`src/rtl/e203_itcm_ram_arbt.sv`:
```
// ITCM SRAM front-end: arbitrates IFU/LSU onto one SRAM port, holds stalled read data, drives light-sleep.
// Optional E203_ITCM_ARBT_RR_EN selects round-robin instead of fixed LSU-over-IFU priority.
module e203_itcm_ram_arbt #(
    parameter int AW      = 13,
    parameter int DW      = 64,
    parameter int MW      = 8,
    parameter int LS_IDLE = 16
) (
    input  logic          clk,
    input  logic          rst,
    input  logic          ifu_cmd_valid,
    output logic          ifu_cmd_ready,
    input  logic [AW-1:0] ifu_cmd_addr,
    output logic          ifu_rsp_valid,
    input  logic          ifu_rsp_ready,
    output logic [DW-1:0] ifu_rsp_rdata,
    input  logic          lsu_cmd_valid,
    output logic          lsu_cmd_ready,
    input  logic          lsu_cmd_read,
    input  logic [AW-1:0] lsu_cmd_addr,
    input  logic [DW-1:0] lsu_cmd_wdata,
    input  logic [MW-1:0] lsu_cmd_wmask,
    output logic          lsu_rsp_valid,
    input  logic          lsu_rsp_ready,
    output logic [DW-1:0] lsu_rsp_rdata,
    output logic          ram_cs,
    output logic          ram_we,
    output logic [AW-1:0] ram_addr,
    output logic [MW-1:0] ram_wem,
    output logic [DW-1:0] ram_din,
    input  logic [DW-1:0] ram_dout,
    output logic          ram_sd,
    output logic          ram_ds,
    output logic          ram_ls
);
    localparam logic OWN_IFU = 1'b0;
    localparam logic OWN_LSU = 1'b1;
    localparam int   CW      = (LS_IDLE < 1) ? 1 : $clog2(LS_IDLE + 1);

    logic          r_pending;
    logic          r_owner;
    logic          r_is_read;
    logic          r_held;
    logic [DW-1:0] r_hold;
    logic [CW-1:0] r_idle_cnt;

    logic          w_pend;
    logic          w_rsp_hs;
    logic          w_can_issue;
    logic          w_pri_lsu;
    logic          w_gnt_lsu;
    logic          w_gnt_ifu;
    logic          w_issue;
    logic          w_wr;
    logic [DW-1:0] w_rdata;

`ifdef E203_ITCM_ARBT_RR_EN
    logic r_last;
    assign w_pri_lsu = (r_last == OWN_IFU);
`else
    assign w_pri_lsu = 1'b1;
`endif

    // Outputs are forced quiet during the synchronous reset cycle itself.
    assign w_pend      = r_pending & ~rst;
    assign w_rsp_hs    = w_pend & ((r_owner == OWN_LSU) ? lsu_rsp_ready : ifu_rsp_ready);
    assign w_can_issue = ~rst & (~r_pending | w_rsp_hs);
    assign w_gnt_lsu   = w_can_issue & lsu_cmd_valid & (~ifu_cmd_valid | w_pri_lsu);
    assign w_gnt_ifu   = w_can_issue & ifu_cmd_valid & ~w_gnt_lsu;
    assign w_issue     = w_gnt_lsu | w_gnt_ifu;
    assign w_wr        = w_gnt_lsu & ~lsu_cmd_read;

    assign ifu_cmd_ready = w_gnt_ifu;
    assign lsu_cmd_ready = w_gnt_lsu;

    assign ram_cs   = w_issue;
    assign ram_we   = w_wr;
    assign ram_addr = w_gnt_lsu ? lsu_cmd_addr : (w_gnt_ifu ? ifu_cmd_addr : '0);
    assign ram_wem  = w_wr ? lsu_cmd_wmask : '0;
    assign ram_din  = w_wr ? lsu_cmd_wdata : '0;
    assign ram_sd   = 1'b0;
    assign ram_ds   = 1'b0;

    // Bypass SRAM output on the first response cycle, then serve the hold copy.
    assign w_rdata = ~r_is_read ? '0 : (r_held ? r_hold : ram_dout);

    assign ifu_rsp_valid = w_pend & (r_owner == OWN_IFU);
    assign lsu_rsp_valid = w_pend & (r_owner == OWN_LSU);
    assign ifu_rsp_rdata = ifu_rsp_valid ? w_rdata : '0;
    assign lsu_rsp_rdata = lsu_rsp_valid ? w_rdata : '0;

    assign ram_ls = (LS_IDLE != 0) & ~rst & ~r_pending & ~ifu_cmd_valid & ~lsu_cmd_valid
                  & (r_idle_cnt >= CW'(LS_IDLE));

    always_ff @(posedge clk) begin
        if (rst) begin
            r_pending  <= 1'b0;
            r_owner    <= OWN_IFU;
            r_is_read  <= 1'b0;
            r_held     <= 1'b0;
            r_hold     <= '0;
            r_idle_cnt <= '0;
        end else begin
            if (w_issue) begin
                r_pending <= 1'b1;
                r_owner   <= w_gnt_lsu ? OWN_LSU : OWN_IFU;
                r_is_read <= w_gnt_ifu | lsu_cmd_read;
            end else if (w_rsp_hs) begin
                r_pending <= 1'b0;
            end

            if (w_rsp_hs) begin
                r_held <= 1'b0;
            end else if (r_pending && !r_held) begin
                r_held <= 1'b1;
                r_hold <= ram_dout;
            end

            if (ifu_cmd_valid || lsu_cmd_valid || r_pending)
                r_idle_cnt <= '0;
            else if (r_idle_cnt < CW'(LS_IDLE))
                r_idle_cnt <= r_idle_cnt + 1'b1;
        end
    end

`ifdef E203_ITCM_ARBT_RR_EN
    always_ff @(posedge clk) begin
        if (rst)
            r_last <= OWN_IFU;
        else if (w_issue)
            r_last <= w_gnt_lsu ? OWN_LSU : OWN_IFU;
    end
`endif

endmodule

```
`config.mk`:
```
export PLATFORM = sky130hd
export DESIGN_NAME = e203_itcm_ram_arbt
export DESIGN_NICKNAME = d
export VERILOG_FILES = /design/src/rtl/e203_itcm_ram_arbt.sv
export SDC_FILE = /design/constraint.sdc
export NUM_CORES = 1
export LEC_CHECK = 0
export CAP_MARGIN = 20
export CORE_AREA = 2 2 153 155
export DETAILED_ROUTE_END_ITERATION = 8
export DIE_AREA = 0 0 155 157
export SLEW_MARGIN = 20
export SYNTH_ARGS = -nofsm -noshare
export SYNTH_HDL_FRONTEND = slang
export SYNTH_SLANG_ARGS = --single-unit
```
`constraint.sdc`:
```
create_clock -name clk -period 2 [get_ports clk]
set_clock_uncertainty 0.1 [all_clocks]
set_input_delay 0.4 -clock clk [delete_from_list [all_inputs] [get_ports clk]]
set_output_delay 0.4 -clock clk [all_outputs]
set_load 0.1 [all_outputs]
```
==> results.yml <==
clock_tree:
  cts-htree-levels: 3
  clk-insertion-delay-late_ns: 0.33
  clock_sinks: 73
  cts.clk_slew.worst_paths_ns: 0.06
  cts-hold-fix-buffers: 0
  cts_inserted_buffers: 9
  cts.root.buffer_cell: "sky130_fd_sc_hd__clkbuf_16"
  tritoncts: "done"
  clock_tree.buffer_depth: 2
detailed_routing:
  totalWireLength_um: 36900
  detailroute.wirelength.met3_um: 2860
  top_layer: "met5"
  met2_length_um: 19200
  via_per_inst: 4.99
  detail_route.first_pass.iterations: 4
  first_iter_violations: 368
  wl_per_instance_um: 24.9
  detail-route-antenna-nets: 0
  dr_total_vias: 7397
  detailed_route_drc_error_count: 0
  met1Wirelength_um: 13200
yosys:
  synth_most_common_cell: "sky130_fd_sc_hd__nor2_1"
  synth-compound-area-share_pct: 15.2
  seq_area_frac_synth_pct: 27.3
  post_synth_and_or_nand_nor_area_fraction_pct: 35.3
  number_of_flops_mapped_to_enable_cells_by_yosys: 0
  synth_top_cells_by_count: "sky130_fd_sc_hd__nor2_1, sky130_fd_sc_hd__dfxtp_1, sky130_fd_sc_hd__and2_1"
  synth_mux_area_share_pct: 14.1
  predominant_post_synthesis_flop_cell: "sky130_fd_sc_hd__dfxtp_1"
  ys_types: 30
  yosys_register_bits: 73
  synth_xor_area_share_pct: 0.491
  synth-warning-count: 0
  main_combinational_cell_family_by_area_after_synthesis: "simple AND/OR/NAND/NOR gates"
  netlist_area_um2: 5360
  yosys.area.top_type: "sky130_fd_sc_hd__dfxtp_1"
  synth_area_leaders: "sky130_fd_sc_hd__dfxtp_1, sky130_fd_sc_hd__mux2_2, sky130_fd_sc_hd__or3b_1, sky130_fd_sc_hd__nor2_1, sky130_fd_sc_hd__and2_1"
  syn_inst: 741
  asr_flop_ratio_synth_pct: 0
  synth_top_area_share_pct: 27.3
  syn_area_per_cell_um2: 7.23
  synth_adder_area_share_pct: 0.234
pwr:
  static-leakage-power_nw: 6.23
  sequentialPowerShare_pct: 23.6
  peakVddDrop_mv: 0.396
  power.net_switching_mw: 2.58
  switching_share_pct: 38.7
  share_comb_of_total_power_pct: 51.1
  totalPowerFinal_mw: 6.68
  power.internal_mw: 4.10
  power.density_nw_per_um2: 415
  power_frac_clock_pct: 25.4
critical_path:
  path_max_fanout: 8
  worst_setup_path_end_kind: "primary output"
  path_common_cell: "sky130_fd_sc_hd__buf_12"
  crit_type: "register to primary output"
  cp_slowest_stage_delay_ns: 0.36
  worstPathCellList: "mux2i_4 -> a211oi_4 -> buf_6 -> buf_12 -> and2_4 -> buf_12"
  cp_slowest_cell: "sky130_fd_sc_hd__dfxtp_4"
  path_delay_family: "buffers and inverters"
  worstSetupStartpointType: "register"
  buf_inv_on_cp: 3
  worst_ep_arrival_time_ns: 1.89
  timing.critical_path.required_ns: 1.50
placed_design:
  hpwl_um: 23400
  post-place-ws_ns: -0.527
  placed_cells: 1385
  gpl.final_weighted_congestion: 0.810
  buffer_ports.inserted: 388
  post_dp_cell_area_um2: 13300
die:
  io_pins: 391
  initial_utilization_pct: 23.8
  die_width_um: 155
  dieArea_um2: 24300
  placement_rows: 55
  core_um2: 22500
  fp.dieH_um: 157
timing:
  min_period_ns: 2.39
  worst_slew_margin_rel_pct: 64.5
  setup_slack_ns: -0.393
  period_share_pct: 120
  final_hold_viol_count: 0
  setup_repair_after_global_routing_missed_its_margin: "yes"
  setup_viol: 221
  tightestPinTransition_ns: 0.533
  final_max_slew_viol_count: 0
  post_route_setup_tns_ns: -59.48
  maxClockFrequency_mhz: 418
grt:
  grt_start_max_net_pins: 105
  via_count_of_the_first_global_routing_pass: 7612
  globalRoute.totalOverflow: 0
  grt_antenna_before_repair: 7
  grt_usage_pct: 27.7
  grt_pass1_wl_um: 49900
layout:
  finalInstanceArea_um2: 16100
  layout-area-overhead-vs-synth_pct: 201
  final_cell_count_no_fill: 1483
  final_nets: 1355
  post_route_cells_drive_above_1_share_pct: 63.4
run_status:
  violations: "setup timing"
  status: "complete, but fails checks"
job:
  max_cap_violations: 0
min_path:
  min_path_type: "register to register"
## worst register-to-register path: cells and delay by family, from the launching register on
| family | cells | cell delay [ns] |
|---|---|---|
| AND/OR/NAND/NOR | 1 | 0.40 |
| multiplexers | 1 | 0.32 |
| flip-flops | 1 | 0.37 |
| buffers and inverters | 4 | 0.60 |
| AO/OA/AOI/OAI | 1 | 0.14 |
## per-layer routing
layer	vias up	track usage (%)
li1	3415	-
met1	3584	30.1
met2	318	49.6
met3	74	7.79
met4	6	13.4
met5	-	0
## what timing repair did
action / CTS / global route
endpoints found under the hold margin: 0 / 0
pin swaps: 105 / 92
endpoints found under the setup margin: 222 / 266
setup buffers: 33 / 6
cloned: 28 / 17
resized for setup: 258 / 57
## cells by family after synthesis
logic type | Yosys count
AO/OA/AOI/OAI | 150
AND/OR/NAND/NOR | 363
adder cells (fa/ha/maj) | 1
other | 1
flip-flops | 73
XOR/XNOR | 3
multiplexers | 67
buffers and inverters | 83
## per-stage QoR
step / util (%) / hold WS (ns)
finish: 71.5 / 0.376
global route: 71.5 / 0.387
CTS: 69.7 / 0.377
detailed placement: 59.3 / 0.365
global placement: 59.3 / 0.356
floorplan: - / 0.350
## layout by cell type, fill, tap and decap left out, drive strengths merged
| master | instances |
|---|---|
| o221a | 1 |
| dlymetal6s2s | 1 |
| bufbuf | 1 |
| or3b | 64 |
| diode | 9 |
| conb | 2 |
| nand2b | 3 |
| nor2b | 4 |
| clkbuf | 24 |
| mux2i | 2 |
| and3 | 1 |
| nand4b | 1 |
| o21ai | 66 |
| nand3 | 2 |
| a21oi | 68 |
| clkdlybuf4s50 | 162 |
| inv | 5 |
| xor2 | 2 |
| a22oi | 13 |
| nor2 | 149 |
| nand2 | 69 |
| bufinv | 1 |
| and2 | 72 |
| dlygate4sd2 | 4 |
| dfxtp | 73 |
| xnor2 | 1 |
| buf | 326 |
| a221oi | 1 |
| clkinv | 1 |
| ha | 1 |
| a211oi | 1 |
| mux2 | 65 |
| clkinvlp | 3 |
## area by class of cell
cell class                      instances  area (µm²)
Antenna cell                            9        22.5
Inverter                                6        37.5
Tap cell                              285         357
Timing Repair Buffer                  507        8190
Clock buffer                           11         253
Fill cell                            1460        6410
Multi-Input combinational cell        588        5710
Sequential cell                        73        1470
Clock inverter                          4        51.3
## path summary, 6_finish.rpt
kind	end	start	cells after the start	slack, ns
setup reg to reg	r_hold[25]$_SDFFE_PP0P_	r_owner$_SDFFE_PP0P_	7	0
hold / removal	r_hold[32]$_SDFFE_PP0P_	r_hold[32]$_SDFFE_PP0P_	2	0.38
hold reg to reg	r_hold[32]$_SDFFE_PP0P_	r_hold[32]$_SDFFE_PP0P_	2	0.38
setup / recovery	ram_din[13]	r_owner$_SDFFE_PP0P_	6	-0.39
## sequential cells by signal, indices dropped and copies added (netlist names)
name	cells
r_hold	64
r_idle_cnt	5
r_held	1
r_is_read	1
r_owner	1
r_pending	1
## power groups by stage
| stage | Combinational [mW] | Clock, mW | Sequential (mW) |
|---|---|---|---|
| finish | 3.41 | 1.69 | 1.57 |
| global route | 3.53 | 1.77 | 1.58 |
| CTS | 3.23 | 1.73 | 1.57 |
| detailed placement | 2.61 | 0 | 1.60 |
| global placement | 2.59 | 0 | 1.60 |
| floorplan | 1.59 | 0 | 1.58 |
Note: power is estimated with default switching activity, not from simulation.
